<file path="src/rtl/mult_pkg.sv">
// Shared definitions for the multi-cycle multiplier: op encodings, FSM states
// and the default operand width.
package mult_pkg;

   localparam int unsigned DEFAULT_WIDTH = 32;

   // Op is a raw 2-bit field; 2'b11 is legal and behaves as MULTU.
   localparam logic [1:0] OP_MUL   = 2'b00;
   localparam logic [1:0] OP_MULT  = 2'b01;
   localparam logic [1:0] OP_MULTU = 2'b10;

   typedef enum logic [1:0] {
      IDLE = 2'b00,
      RUN  = 2'b01,
      FIX  = 2'b10,
      DONE = 2'b11
   } state_t;

   function automatic logic is_signed_op(input logic [1:0] op);
      return (op == OP_MUL) || (op == OP_MULT);
   endfunction

endpackage

</file>
<file path="src/rtl/mult_sequencer_if.sv">
// Request/response bundle between EX control and the multiply sequencer.
interface mult_sequencer_if import mult_pkg::*; #(
   parameter int unsigned WIDTH = DEFAULT_WIDTH
);
   logic             Start;
   logic [1:0]       Op;
   logic [WIDTH-1:0] A;
   logic [WIDTH-1:0] B;
   logic             Flush;
   logic             Busy;
   logic             Stall;
   logic             Done;
   logic [WIDTH-1:0] Result;
   logic [WIDTH-1:0] Hi;

   modport master (
      output Start, Op, A, B, Flush,
      input  Busy, Stall, Done, Result, Hi
   );

   modport slave (
      input  Start, Op, A, B, Flush,
      output Busy, Stall, Done, Result, Hi
   );
endinterface

</file>
<file path="src/rtl/mult_datapath.sv">
// Radix-2 shift-add datapath on operand magnitudes; sign is reapplied to the
// full product in the FIX step.
module mult_datapath import mult_pkg::*; #(
   parameter int unsigned WIDTH = DEFAULT_WIDTH
) (
   input  logic             Clk,
   input  logic             Rst,
   input  logic             load_i,
   input  logic             step_i,
   input  logic             fix_i,
   input  logic [1:0]       op_i,
   input  logic [WIDTH-1:0] a_i,
   input  logic [WIDTH-1:0] b_i,
   output logic [WIDTH-1:0] result_o,
   output logic [WIDTH-1:0] hi_o
);

   logic [WIDTH-1:0]   mcand_q, mcand_d;
   logic [WIDTH-1:0]   mplier_q, mplier_d;
   logic [2*WIDTH-1:0] acc_q, acc_d;
   logic               neg_q, neg_d;
   logic               wr_hi_q, wr_hi_d;
   logic [WIDTH-1:0]   result_q, result_d;
   logic [WIDTH-1:0]   hi_q, hi_d;

   logic               signed_op;
   logic [WIDTH:0]     sum;
   logic [2*WIDTH-1:0] acc_fixed;

   always_comb begin
      signed_op = is_signed_op(op_i);
      // Carry out of the upper-half add becomes the new MSB after the shift.
      sum       = {1'b0, acc_q[2*WIDTH-1:WIDTH]} + (mplier_q[0] ? {1'b0, mcand_q} : '0);
      acc_fixed = neg_q ? -acc_q : acc_q;

      mcand_d  = mcand_q;
      mplier_d = mplier_q;
      acc_d    = acc_q;
      neg_d    = neg_q;
      wr_hi_d  = wr_hi_q;
      result_d = result_q;
      hi_d     = hi_q;

      if (load_i) begin
         mcand_d  = (signed_op && a_i[WIDTH-1]) ? -a_i : a_i;
         mplier_d = (signed_op && b_i[WIDTH-1]) ? -b_i : b_i;
         neg_d    = signed_op && (a_i[WIDTH-1] ^ b_i[WIDTH-1]);
         wr_hi_d  = (op_i != OP_MUL);
         acc_d    = '0;
      end else if (step_i) begin
         acc_d    = {sum, acc_q[WIDTH-1:1]};
         mplier_d = mplier_q >> 1;
      end else if (fix_i) begin
         result_d = acc_fixed[WIDTH-1:0];
         if (wr_hi_q) begin
            hi_d = acc_fixed[2*WIDTH-1:WIDTH];
         end
      end
   end

   always_ff @(posedge Clk) begin
      if (!Rst) begin
         mcand_q  <= '0;
         mplier_q <= '0;
         acc_q    <= '0;
         neg_q    <= 1'b0;
         wr_hi_q  <= 1'b0;
         result_q <= '0;
         hi_q     <= '0;
      end else begin
         mcand_q  <= mcand_d;
         mplier_q <= mplier_d;
         acc_q    <= acc_d;
         neg_q    <= neg_d;
         wr_hi_q  <= wr_hi_d;
         result_q <= result_d;
         hi_q     <= hi_d;
      end
   end

   assign result_o = result_q;
   assign hi_o     = hi_q;

endmodule

</file>
<file path="src/rtl/mult_sequencer.sv">
// Multi-cycle multiply controller: FSM, iteration counter, stall/done and
// flush handling around mult_datapath.
module mult_sequencer import mult_pkg::*; #(
   parameter int unsigned WIDTH = DEFAULT_WIDTH
) (
   input  logic            Clk,
   input  logic            Rst,
   mult_sequencer_if.slave bus
);

   localparam int unsigned CW = $clog2(WIDTH);

   state_t          state_q, state_d;
   logic [CW-1:0]   cnt_q, cnt_d;
   logic            load, step, fix;

   always_comb begin
      state_d = state_q;
      cnt_d   = cnt_q;
      load    = 1'b0;
      step    = 1'b0;
      fix     = 1'b0;
      case (state_q)
         IDLE: begin
            if (bus.Start && !bus.Flush) begin
               load    = 1'b1;
               cnt_d   = '0;
               state_d = RUN;
            end
         end
         RUN: begin
            if (bus.Flush) begin
               cnt_d   = '0;
               state_d = IDLE;
            end else begin
               step  = 1'b1;
               cnt_d = cnt_q + 1'b1;
               if (cnt_q == CW'(WIDTH - 1)) begin
                  state_d = FIX;
               end
            end
         end
         FIX: begin
            if (bus.Flush) begin
               cnt_d   = '0;
               state_d = IDLE;
            end else begin
               fix     = 1'b1;
               state_d = DONE;
            end
         end
         DONE: state_d = IDLE;
         default: begin
            cnt_d   = '0;
            state_d = IDLE;
         end
      endcase
   end

   always_ff @(posedge Clk) begin
      if (!Rst) begin
         state_q <= IDLE;
         cnt_q   <= '0;
      end else begin
         state_q <= state_d;
         cnt_q   <= cnt_d;
      end
   end

   assign bus.Busy  = (state_q == RUN) || (state_q == FIX);
   assign bus.Done  = (state_q == DONE);
   assign bus.Stall = bus.Busy || (bus.Start && (state_q == IDLE));

   mult_datapath #(
      .WIDTH(WIDTH)
   ) u_datapath (
      .Clk      (Clk),
      .Rst      (Rst),
      .load_i   (load),
      .step_i   (step),
      .fix_i    (fix),
      .op_i     (bus.Op),
      .a_i      (bus.A),
      .b_i      (bus.B),
      .result_o (bus.Result),
      .hi_o     (bus.Hi)
   );

endmodule

</file>
<file path="src/flat_wrapper.sv">
// flat-port wrapper written by rule: the top's interface ports become plain ports
module mult_sequencer_flat import mult_pkg::*;
#(
   parameter int unsigned WIDTH = DEFAULT_WIDTH
)
  (Clk, Rst, bus_Start, bus_Op, bus_A, bus_B, bus_Flush, bus_Busy, bus_Stall, bus_Done, bus_Result, bus_Hi);
  mult_sequencer_if #(.WIDTH(WIDTH)) bus_i ();
  input  logic Clk;
  input  logic Rst;
  input wire logic [$bits(bus_i.Start)-1:0] bus_Start;
  input wire logic [$bits(bus_i.Op)-1:0] bus_Op;
  input wire logic [$bits(bus_i.A)-1:0] bus_A;
  input wire logic [$bits(bus_i.B)-1:0] bus_B;
  input wire logic [$bits(bus_i.Flush)-1:0] bus_Flush;
  output wire logic [$bits(bus_i.Busy)-1:0] bus_Busy;
  output wire logic [$bits(bus_i.Stall)-1:0] bus_Stall;
  output wire logic [$bits(bus_i.Done)-1:0] bus_Done;
  output wire logic [$bits(bus_i.Result)-1:0] bus_Result;
  output wire logic [$bits(bus_i.Hi)-1:0] bus_Hi;
  assign bus_i.Start = bus_Start;
  assign bus_i.Op = bus_Op;
  assign bus_i.A = bus_A;
  assign bus_i.B = bus_B;
  assign bus_i.Flush = bus_Flush;
  assign bus_Busy = bus_i.Busy;
  assign bus_Stall = bus_i.Stall;
  assign bus_Done = bus_i.Done;
  assign bus_Result = bus_i.Result;
  assign bus_Hi = bus_i.Hi;
  mult_sequencer #(.WIDTH(WIDTH)) u_core (.Clk(Clk), .Rst(Rst), .bus(bus_i));
endmodule
</file>
<file path="config.mk">
export PLATFORM = sky130hd
export DESIGN_NAME = mult_sequencer_flat
export DESIGN_NICKNAME = d
export VERILOG_FILES = /design/src/rtl/mult_pkg.sv /design/src/rtl/mult_sequencer_if.sv /design/src/rtl/mult_datapath.sv /design/src/rtl/mult_sequencer.sv /design/src/flat_wrapper.sv
export SDC_FILE = /design/constraint.sdc
export NUM_CORES = 1
export LEC_CHECK = 0
export CELL_PAD_IN_SITES_DETAIL_PLACEMENT = 0
export CELL_PAD_IN_SITES_GLOBAL_PLACEMENT = 1
export CORE_UTILIZATION = 27
export CTS_CLUSTER_DIAMETER = 100
export CTS_CLUSTER_SIZE = 10
export DETAILED_ROUTE_END_ITERATION = 7
export PLACE_DENSITY_LB_ADDON = 0.1
export SLEW_MARGIN = 15
export SYNTH_ARGS = -nofsm -noshare
export SYNTH_HDL_FRONTEND = slang
export SYNTH_SLANG_ARGS = --single-unit
</file>
<file path="constraint.sdc">
create_clock -name Clk -period 3.6 [get_ports Clk]
set_input_delay 0.36 -clock Clk [delete_from_list [all_inputs] [get_ports Clk]]
set_output_delay 0.36 -clock Clk [all_outputs]
set_load 0.01 [all_outputs]
</file>
* Yosys cells after proc, flatten, opt, wreduce, memory -nomap -nowiden
Index checks and enable logic that the tools add are counted.
** Cells by class
- Reduce and logical (&&, ||, !) cells :: 19
- Muxes and demuxes :: 20
- Add/sub/neg operators :: 5
- Eq/ne operators :: 8
- Bitwise operators :: 4
** Operators with widths (number)
- $mux W32 :: 5
- $mux W64 :: 1
- $neg A32 Y32 :: 2
- $neg A64 Y64 :: 1
- $add A32 B32 Y33 :: 1
- $mux W5 :: 3
- $pmux W5 S3 :: 1
- $mux W2 :: 4
- $pmux W2 S4 :: 1
- $reduce_and A3 Y1 :: 2
- $add A5 B1 Y5 const B :: 1
- $eq A5 B5 Y1 const B :: 1
- $logic_and A1 B1 Y1 :: 5
- $mux W1 :: 5
- $eq A2 B1 Y1 const B :: 2
- $eq A2 B2 Y1 const B :: 2
- $logic_not A2 Y1 :: 2
- $reduce_and A4 Y1 :: 1
- $reduce_bool A2 Y1 :: 2
- $logic_or A1 B1 Y1 :: 3
- $ne A3 B2 Y1 const B :: 1
- $not A1 Y1 :: 3
- $reduce_bool A3 Y1 :: 1
- $ne A2 B1 Y1 const B :: 1
- other kinds (5) :: 5
** Word-level totals
- Output and inout port bits :: 67
- Input port bits :: 70
- Register bits after elaboration :: 201

* Longest topological paths before layout
Gate-level depths: netlist of run 1.
- Depth in word-level cells :: 6
- Gate-level depth with buffers :: 11
- Gate-level depth less buffers :: 10

* Cells and area by module
Synthesis of run 1 repeated with hierarchy kept, for this count alone.
** Unflattened totals
- Cells, all modules :: 1468
- Area, all modules :: 12030.3 sq um
** By module, submodules not included
- mult_datapath :: instances 1, area each 11533.6 sq um, seq. area each 3883.7 sq um, cells each 1412
- mult_sequencer :: instances 1, area each 496.7 sq um, seq. area each 140.1 sq um, cells each 56

* Least setup slack after synthesis of run 1
No wires, ideal clock.
- Kind :: flip-flop to flip-flop
- Start :: register u_core.u_datapath.mplier_q[0]
- End :: register u_core.u_datapath.acc_q[61]
- Period minus slack after synthesis :: 2.867 ns
- Setup time :: 0.116 ns
- Slack :: 0.733 ns
- Data arrival time :: 2.751 ns
- Cell stages (with the launch flop) :: 12
- Cell sequence :: dfxtp_1 > clkbuf_1 > and2_1 > ha_1 > fa_1 > a21oi_1 > nor2b_1 > a311oi_1 > o211ai_1 > o211ai_1 > nand3_1 > a31o_2
** On the way
- Cells in the longest elaborated chain, start to end :: 2
** Ends and longest elaborated chain
- start, declared :: RTL line mult_datapath.sv:19 : logic [WIDTH-1:0] mplier_q, mplier_d;
- start signal, assigned :: RTL line mult_datapath.sv:72 : mplier_q <= mplier_d;
- $mux W32 :: RTL line mult_datapath.sv:33 : sum = {1'b0, acc_q[2*WIDTH-1:WIDTH]} + (mplier_q[0] ? {1'b0, mcand_q} : '0);
- $add A32 B32 Y33 :: RTL line mult_datapath.sv:33
- end signal, assigned :: RTL line mult_datapath.sv:65 : acc_q <= '0;
- end signal, assigned :: RTL line mult_datapath.sv:73 : acc_q <= acc_d;
- end, declared :: RTL line mult_datapath.sv:20 : logic [2*WIDTH-1:0] acc_q, acc_d;
No other way between the ends.
A chain may end at the register's enable or synchronous reset.

* Worst setup path after layout of run 1
- Start :: register u_core.u_datapath.mplier_q[0]
- End :: register u_core.u_datapath.acc_q[63]
Same word-level chain as after synthesis.

==> metrics.txt, run 1 <==
kind of start point of the critical path=flop; floorplan core area=0.04346 mm²; ys flop type=sky130_fd_sc_hd__dfxtp_1; highest achievable clock rate=314.1 MHz; # rows=76; sort of element at the end of the critical path=flop; flops & latches, synth=201; initial antenna violation count=2; sequential cell area fraction in the yosys report=33.56%; Final Power=5.170 mW; arrival time of data at the critical path endpoint=3.62 ns; NumNets Final=1783; Max rail drop VDD=0.3029 mV; Max Cap Violations=0; area of the die=0.04525 mm²; number of max-slew violations in the final report=0; WL final=39.65 mm; number of cells produced by synthesis=1565; time the final worst path needs with I/O delays and setup=3.184 ns; instance count after placement with tap cells included=2230; maximum number of buffers from clock root to sink=3; total leakage power=5.389 nW; layout overhead on the synthesized area=22.53%; number of H-tree levels=1; GRT overflow=0; horizontal die dimension=212.7 µm; syn avg cell area=7.662 µm²; yosys synthesis warning count=0; Final Worst Setup Slack=0.4164 ns; largest clock skew in the final design=0.03816 ns; placed wire-length estimate=29.88 mm; Syn Std Cell Area=0.01199 mm²; number of synthesized flops with an enable pin=0; Setup TNS=0 ns; pin count of the biggest net entering global routing=62; post-synth top area cell=sky130_fd_sc_hd__dfxtp_1; TritonRoute pass-1 iters=7; Final Non-Filler Cells=2258; post-route clock period utilization=88.43%; fill cell total of the finished layout=4719; wire length of the first global-routing pass=62.47 mm; Hold Fails Final Rpt=0; worst hold slack=0.4500 ns; Post-Syn Nets=1677; master cell of the clock root buffer=sky130_fd_sc_hd__clkbuf_16; buffer count from post-CTS setup fixing=0; Power per Cell Area=351.9 mW/mm²; First DRT Iteration DRCs=745; core utilization of the finished layout=33.81%; worst skew pair latency=0.56 ns; starting density of the core=27.59%; slew at the pin closest to its max-slew limit=0.8287 ns; CTS tree=done; total track usage=17.53%; area share of the largest cell type after synthesis=33.56%; cell area reported after detailed placement=0.01406 mm²; critical path required time=4.04 ns; RSZ-0062 raised after global routing=no; via count of the first global-routing pass=10870; IO Pins=137; clock sinks=201; CTS clk-pin slew, worst paths=0.07 ns; Cell variety after synth=69; Final Wtd Congestion=0.8465; Port Buf Inserts=136; count of antenna-violating nets left after detailed routing=0; count of vias placed by the detailed router=11310; status=finished, final reports clean; proportion of layout cells with a drive suffix above 1=5.921%; average routed wire per standard cell=17.56 µm; number of buffers inserted during clock tree synthesis=24; Worst Hold Class=reg2reg; number of remaining DRC errors=0; main area contributors after synthesis=sky130_fd_sc_hd__dfxtp_1 34%, sky130_fd_sc_hd__nand2_1 7.9%, sky130_fd_sc_hd__xor2_1 6.1%; Die Span Y=212.7 µm; Design Area, Final=0.01469 mm²; pre-CTS setup slack=0.2115 ns; Final setup violation count=0; average via count per standard cell=5.008; headroom to the max-slew limit=44.75%; category of the most critical setup path=reg2reg; proportion of register bits with asynchronous set or reset after synthesis=0%; Max FO, Critical Path=27
-- timing repair --
action,4_1_cts,5_1_grt
setup endpoints to repair,0,5
hold buffers,0,0
resized for setup,0,1
-- layout by cell type (no fill, tap or decap), drive strengths merged, types with 24 or more instances in the layout --
cell type | Yosys | layout
o21ai | 104 | 104
inv | 24 | 24
clkbuf | 86 | 25
xnor2 | 54 | 54
nand3 | 26 | 26
nor3 | 32 | 32
buf | 8 | 38
and2 | 41 | 41
xor2 | 84 | 84
ha | 41 | 41
or3 | 26 | 26
dfxtp | 201 | 201
a21oi | 142 | 142
a211oi | 52 | 52
nor2 | 136 | 136
nand2 | 252 | 252
o31ai | 25 | 25
clkdlybuf4s50 | 0 | 136
-- routing by layer --
layer / GRT usage [%] / up-vias / part of all wire (%)
met1: 26.16 / 5242 / 52
met4: 4.565 / 0 / 1.9
met2: 26.57 / 218 / 42
met3: 1.794 / 45 / 4.0
met5: 0 / - / 0
li1: - / 5804 / -
-- worst paths after layout --
path | startpoint | end | slack (ns) | cells past startpoint
min reg2reg | u_core.u_datapath.hi_o[17] | u_core.u_datapath.hi_o[17] | 0.45 | 2
max | u_core.u_datapath.mplier_q[0] | u_core.u_datapath.acc_q[63] | 0.42 | 10
max reg2reg | u_core.u_datapath.mplier_q[0] | u_core.u_datapath.acc_q[63] | 0.42 | 10
min | u_core.u_datapath.hi_o[17] | u_core.u_datapath.hi_o[17] | 0.45 | 2
-- power by group --
part	internal (mW)	switching, mW
Clock	1.18	0.953
Combinational	0.265	0.411
Sequential	2.30	0.0638
-- cell type report --
type	instances	area (µm²)	share of cell area [%]
multi-input cells	1246	7536	51.29
flip-flops and latches	201	4029	27.42
repair buffers	174	1672	11.38
well taps	585	732.0	4.982
clock buffers	25	604.3	4.113
inverters	24	91.34	0.6217
clock inverters	2	25.02	0.1703
diodes	1	2.502	0.01703
-- critical path: stages, from the launching register on --
cell and delay (ns):
sky130_fd_sc_hd__dfxtp_2 0.45, sky130_fd_sc_hd__and2_1 0.21, sky130_fd_sc_hd__ha_1 0.21, sky130_fd_sc_hd__fa_1 0.41, sky130_fd_sc_hd__a21oi_1 0.17, sky130_fd_sc_hd__nor2b_1 0.08, sky130_fd_sc_hd__a311oi_1 0.50, sky130_fd_sc_hd__o211ai_1 0.25
sky130_fd_sc_hd__o221ai_1 0.44, sky130_fd_sc_hd__nor2_1 0.10, sky130_fd_sc_hd__o221a_2 0.24
-- synthesized netlist by cell type (12+ instances only) --
library cell               number
sky130_fd_sc_hd__and2_1        41
sky130_fd_sc_hd__nor3_1        32
sky130_fd_sc_hd__xor2_1        84
sky130_fd_sc_hd__nor2_1       136
sky130_fd_sc_hd__nand4_1       14
sky130_fd_sc_hd__o21ai_0      103
sky130_fd_sc_hd__a211oi_1      52
sky130_fd_sc_hd__or4_1         20
sky130_fd_sc_hd__a21o_1        12
sky130_fd_sc_hd__o31ai_1       25
sky130_fd_sc_hd__o41ai_1       19
sky130_fd_sc_hd__or3_1         25
sky130_fd_sc_hd__inv_1         24
sky130_fd_sc_hd__xnor2_1       54
sky130_fd_sc_hd__ha_1          41
sky130_fd_sc_hd__clkbuf_1      86
sky130_fd_sc_hd__dfxtp_1      201
sky130_fd_sc_hd__nor4_1        18
sky130_fd_sc_hd__nand2_1      252
sky130_fd_sc_hd__a21oi_1      142
sky130_fd_sc_hd__or2_2         14
sky130_fd_sc_hd__a311oi_1      18
sky130_fd_sc_hd__nand2b_1      15
sky130_fd_sc_hd__nand3_1       25
-- sequential cells by signal, indices dropped and copies added (netlist names), 2 cells and up --
register and flops:
u_core.cnt_q 5, u_core.state_q 2, u_core.u_datapath.acc_q 64, u_core.u_datapath.hi_o 32, u_core.u_datapath.mcand_q 32, u_core.u_datapath.mplier_q 32
u_core.u_datapath.result_o 32
-- kinds of logic (layout without fill, tap and decap cells) --
kind of cell             Yosys count  after routing  share of synthesized area [%]
AND/OR/NAND/NOR                  620            620                          24.41
AO/OA/AOI/OAI                    440            440                          23.23
flip-flops                       201            201                          33.56
XOR/XNOR                         138            138                          10.08
buffers and inverters            118            225                          3.767
adder cells (fa/ha/maj)           42             42                          4.445
multiplexers                       6              6                         0.5113
other                              0              1                              0
No activity file was read; power rests on OpenSTA's default activity.
==> run 2: changes to the inputs <==
Settings changed: DONT_BUFFER_PORTS set to 1.
==> run 2 against run 1 <==
Maximum frequency grew 7.0%. Count of clock-buffer cells in the layout unchanged. Final cell count decreased by 6.0%. Critical path type unchanged. Largest power group unchanged. Combinational power is 16% lower.
==> metrics.txt, run 2 (synthesized netlist as in run 1, its figures left out) <==
status=finished, final reports clean; Final setup violation count=0 (unchanged); Max Cap Violations=0 (unchanged); sort of element at the end of the critical path=flop; IO Pins=137 (unchanged); slew at the pin closest to its max-slew limit=1.137 ns (+0.3081 ns); highest cell delay on the worst timing path=0.41 ns (-0.09 ns); starting density of the core=27.59% (unchanged); layout overhead on the synthesized area=11.37%; worst hold slack=0.03904 ns (-0.4110 ns); Design Area, Final=0.01335 mm² (-9.1%); portion of total power attributed to the clock network=42.4% (+1.1 points); NumNets Final=1649 (-7.5%); Setup TNS=0 ns (unchanged); pin count of the biggest net entering global routing=74 (+19%); master of the slowest instance on the critical path=sky130_fd_sc_hd__fa_1; time the final worst path needs with I/O delays and setup=2.976 ns (-0.2074 ns); Max rail drop VDD=0.3084 mV (+1.8%); count of antenna-violating nets left after detailed routing=0 (unchanged); TritonRoute pass-1 iters=7 (unchanged); Port Buf Inserts=0 (-100%); antenna fix cells=0 (-1); Die Span Y=212.7 µm (unchanged); clock sinks=201 (unchanged); Final Wtd Congestion=0.8446 (-0.22%); most common cell after layout, fill and taps aside=sky130_fd_sc_hd__nand2_1; placed wire-length estimate=29.57 mm (-1.0%); most frequent cell on the critical path=sky130_fd_sc_hd__buf_4; # rows=76 (unchanged); Comb power frac=11.2% (-1.9 points); switch share=27.32% (-0.30 points); number of buffers inserted during clock tree synthesis=24 (unchanged); via count of the first global-routing pass=10630 (-2.1%); RSZ-0062 raised after global routing=no; wire length of the first global-routing pass=62.64 mm (+0.27%); kind of start point of the critical path=flop; cell area reported after detailed placement=0.01264 mm² (-10%); ordered list of cells on the worst path=buf_4 -> and2_1 -> ha_1 -> fa_1 -> a21oi_1 -> nor2b_1 -> a311oi_1 -> buf_4 -> o211ai_1 -> o221ai_1 -> buf_4 -> mux2i_1 -> nor3_1; floorplan core area=0.04346 mm² (unchanged); headroom to the max-slew limit=23.93% (-21 points); maximum number of buffers from clock root to sink=3 (unchanged); Net Switching=1.382 mW (-3.2%); most frequent cells in the layout=251 x sky130_fd_sc_hd__nand2_1, 200 x sky130_fd_sc_hd__dfxtp_1, 142 x sky130_fd_sc_hd__a21oi_1, 135 x sky130_fd_sc_hd__nor2_1, 103 x sky130_fd_sc_hd__o21ai_0; part of the total power dissipated in sequential elements=46.4% (+0.8 points); First DRT Iteration DRCs=596 (-20%); highest achievable clock rate=336.0 MHz (+7.0%); WL final=39.82 mm (+0.44%); fill cell total of the finished layout=4747 (+0.59%); count of vias placed by the detailed router=10740 (-5.0%); master cell of the clock root buffer=sky130_fd_sc_hd__clkbuf_16; average via count per standard cell=5.058 (+0.99%); post-cts sizing count=0 (unchanged); GRT overflow=0 (unchanged); number of H-tree levels=1 (unchanged); Worst Hold Class=in2reg; average routed wire per standard cell=18.76 µm (+6.8%); CTS clk-pin slew, worst paths=0.06 ns (about the same); total track usage=17.70% (+0.16 points); buffer count from post-CTS setup fixing=0 (unchanged); largest clock skew in the final design=0.03843 ns (+0.0002664 ns); register name with the most flops=u_core.u_datapath.acc_q; Power per Cell Area=378.7 mW/mm² (+7.6%); number of max-slew violations in the final report=0 (unchanged); initial antenna violation count=1 (-1); arrival time of data at the critical path endpoint=3.38 ns (-0.24 ns); R2R cell count=13 (+3); Hold Fails Final Rpt=0 (unchanged); Max FO, Critical Path=30 (+11%); total leakage power=4.890 nW (-9.3%); proportion of layout cells with a drive suffix above 1=6.112% (+0.19 points); CTS tree=done; cell-internal power=3.676 mW (-1.8%); area of the die=0.04525 mm² (unchanged); number of flip-flops under the largest register name=64 (unchanged); critical path required time=4.00 ns (-0.04 ns); worst hold path cell count=2 (unchanged); worst skew pair latency=0.55 ns (about the same); horizontal die dimension=212.7 µm (unchanged); number of remaining DRC errors=0 (unchanged); category of the most critical setup path=reg2reg; post-route clock period utilization=82.67% (-5.8 points)
[run 2: cell count changes in the layout (fill, tap and decap cells not counted), sizes merged]
cell and delta:
clkdlybuf4s50 -136, dlygate4sd3 +6, buf -4, diode -1
[run 2: power by group through the flow]
stage               registers, mW  logic (mW)  clock network [mW]
CTS                          2.35       0.581                2.25
finish                       2.35       0.567                2.14
global route                 2.36       0.641                2.31
floorplan                    2.37       0.418                   0
global placement             2.39       0.570                   0
detailed placement           2.40       0.565                   0
[run 2: area by class of cell]
cell class              instances  area [µm²]  area share [%]
flip-flops and latches        201        4025           30.14
repair buffers                 40       340.3           2.548
clock buffers                  25       604.3           4.525
inverters                      24       91.34          0.6840
well taps                     585       732.0           5.481
clock inverters                 2       25.02          0.1874
multi-input cells            1246        7536           56.43
[run 2: timing repair]
action / 4_1_cts / 5_1_grt
endpoints found under the hold margin: 25 / 0
endpoints found under the setup margin: 0 / 0
hold buffers: 7 / 0
[run 2: critical path: cells and delay by family (launching register included)]
family / cells / cell delay (ns)
buf+inv: 3 / 0.57
fa+ha+maj: 2 / 0.61
compound gates: 4 / 0.84
mux: 1 / 0.18
flops: 1 / 0.29
simple gates: 3 / 0.31
[run 2: per-stage QoR]
step / total power, mW / cells / utilization, % / setup slack (ns)
3_3_place_gp: 2.964 / 2089 / 29.10 / 0.6831
3_5_place_dp: 2.961 / 2089 / 29.10 / 0.6424
4_1_cts: 5.173 / 2123 / 30.73 / 0.6012
6_report: 5.058 / 2123 / 30.73 / 0.6238
2_1_floorplan: 2.788 / 1565 / - / 0.7330
5_1_grt: 5.309 / 2123 / 30.73 / 0.3172
[run 2: routing by layer]
metal / track usage [%] / routed length (µm)
met1: 25.43 / 20170
met2: 27.29 / 17000
met3: 3.045 / 2071
met4: 4.093 / 580
met5: 0 / 0
[run 2: path summary, 6_finish.rpt]
path / from / end / slack [ns]
setup reg to reg: u_core.u_datapath.mplier_q[0] / u_core.u_datapath.acc_q[59] / 0.62
hold reg to reg: u_core.u_datapath.mplier_q[1] / u_core.u_datapath.mplier_q[1] / 0.46
hold / removal: bus_A[23] / u_core.u_datapath.mcand_q[23] / 0.04
setup / recovery: u_core.u_datapath.mplier_q[0] / u_core.u_datapath.acc_q[59] / 0.62
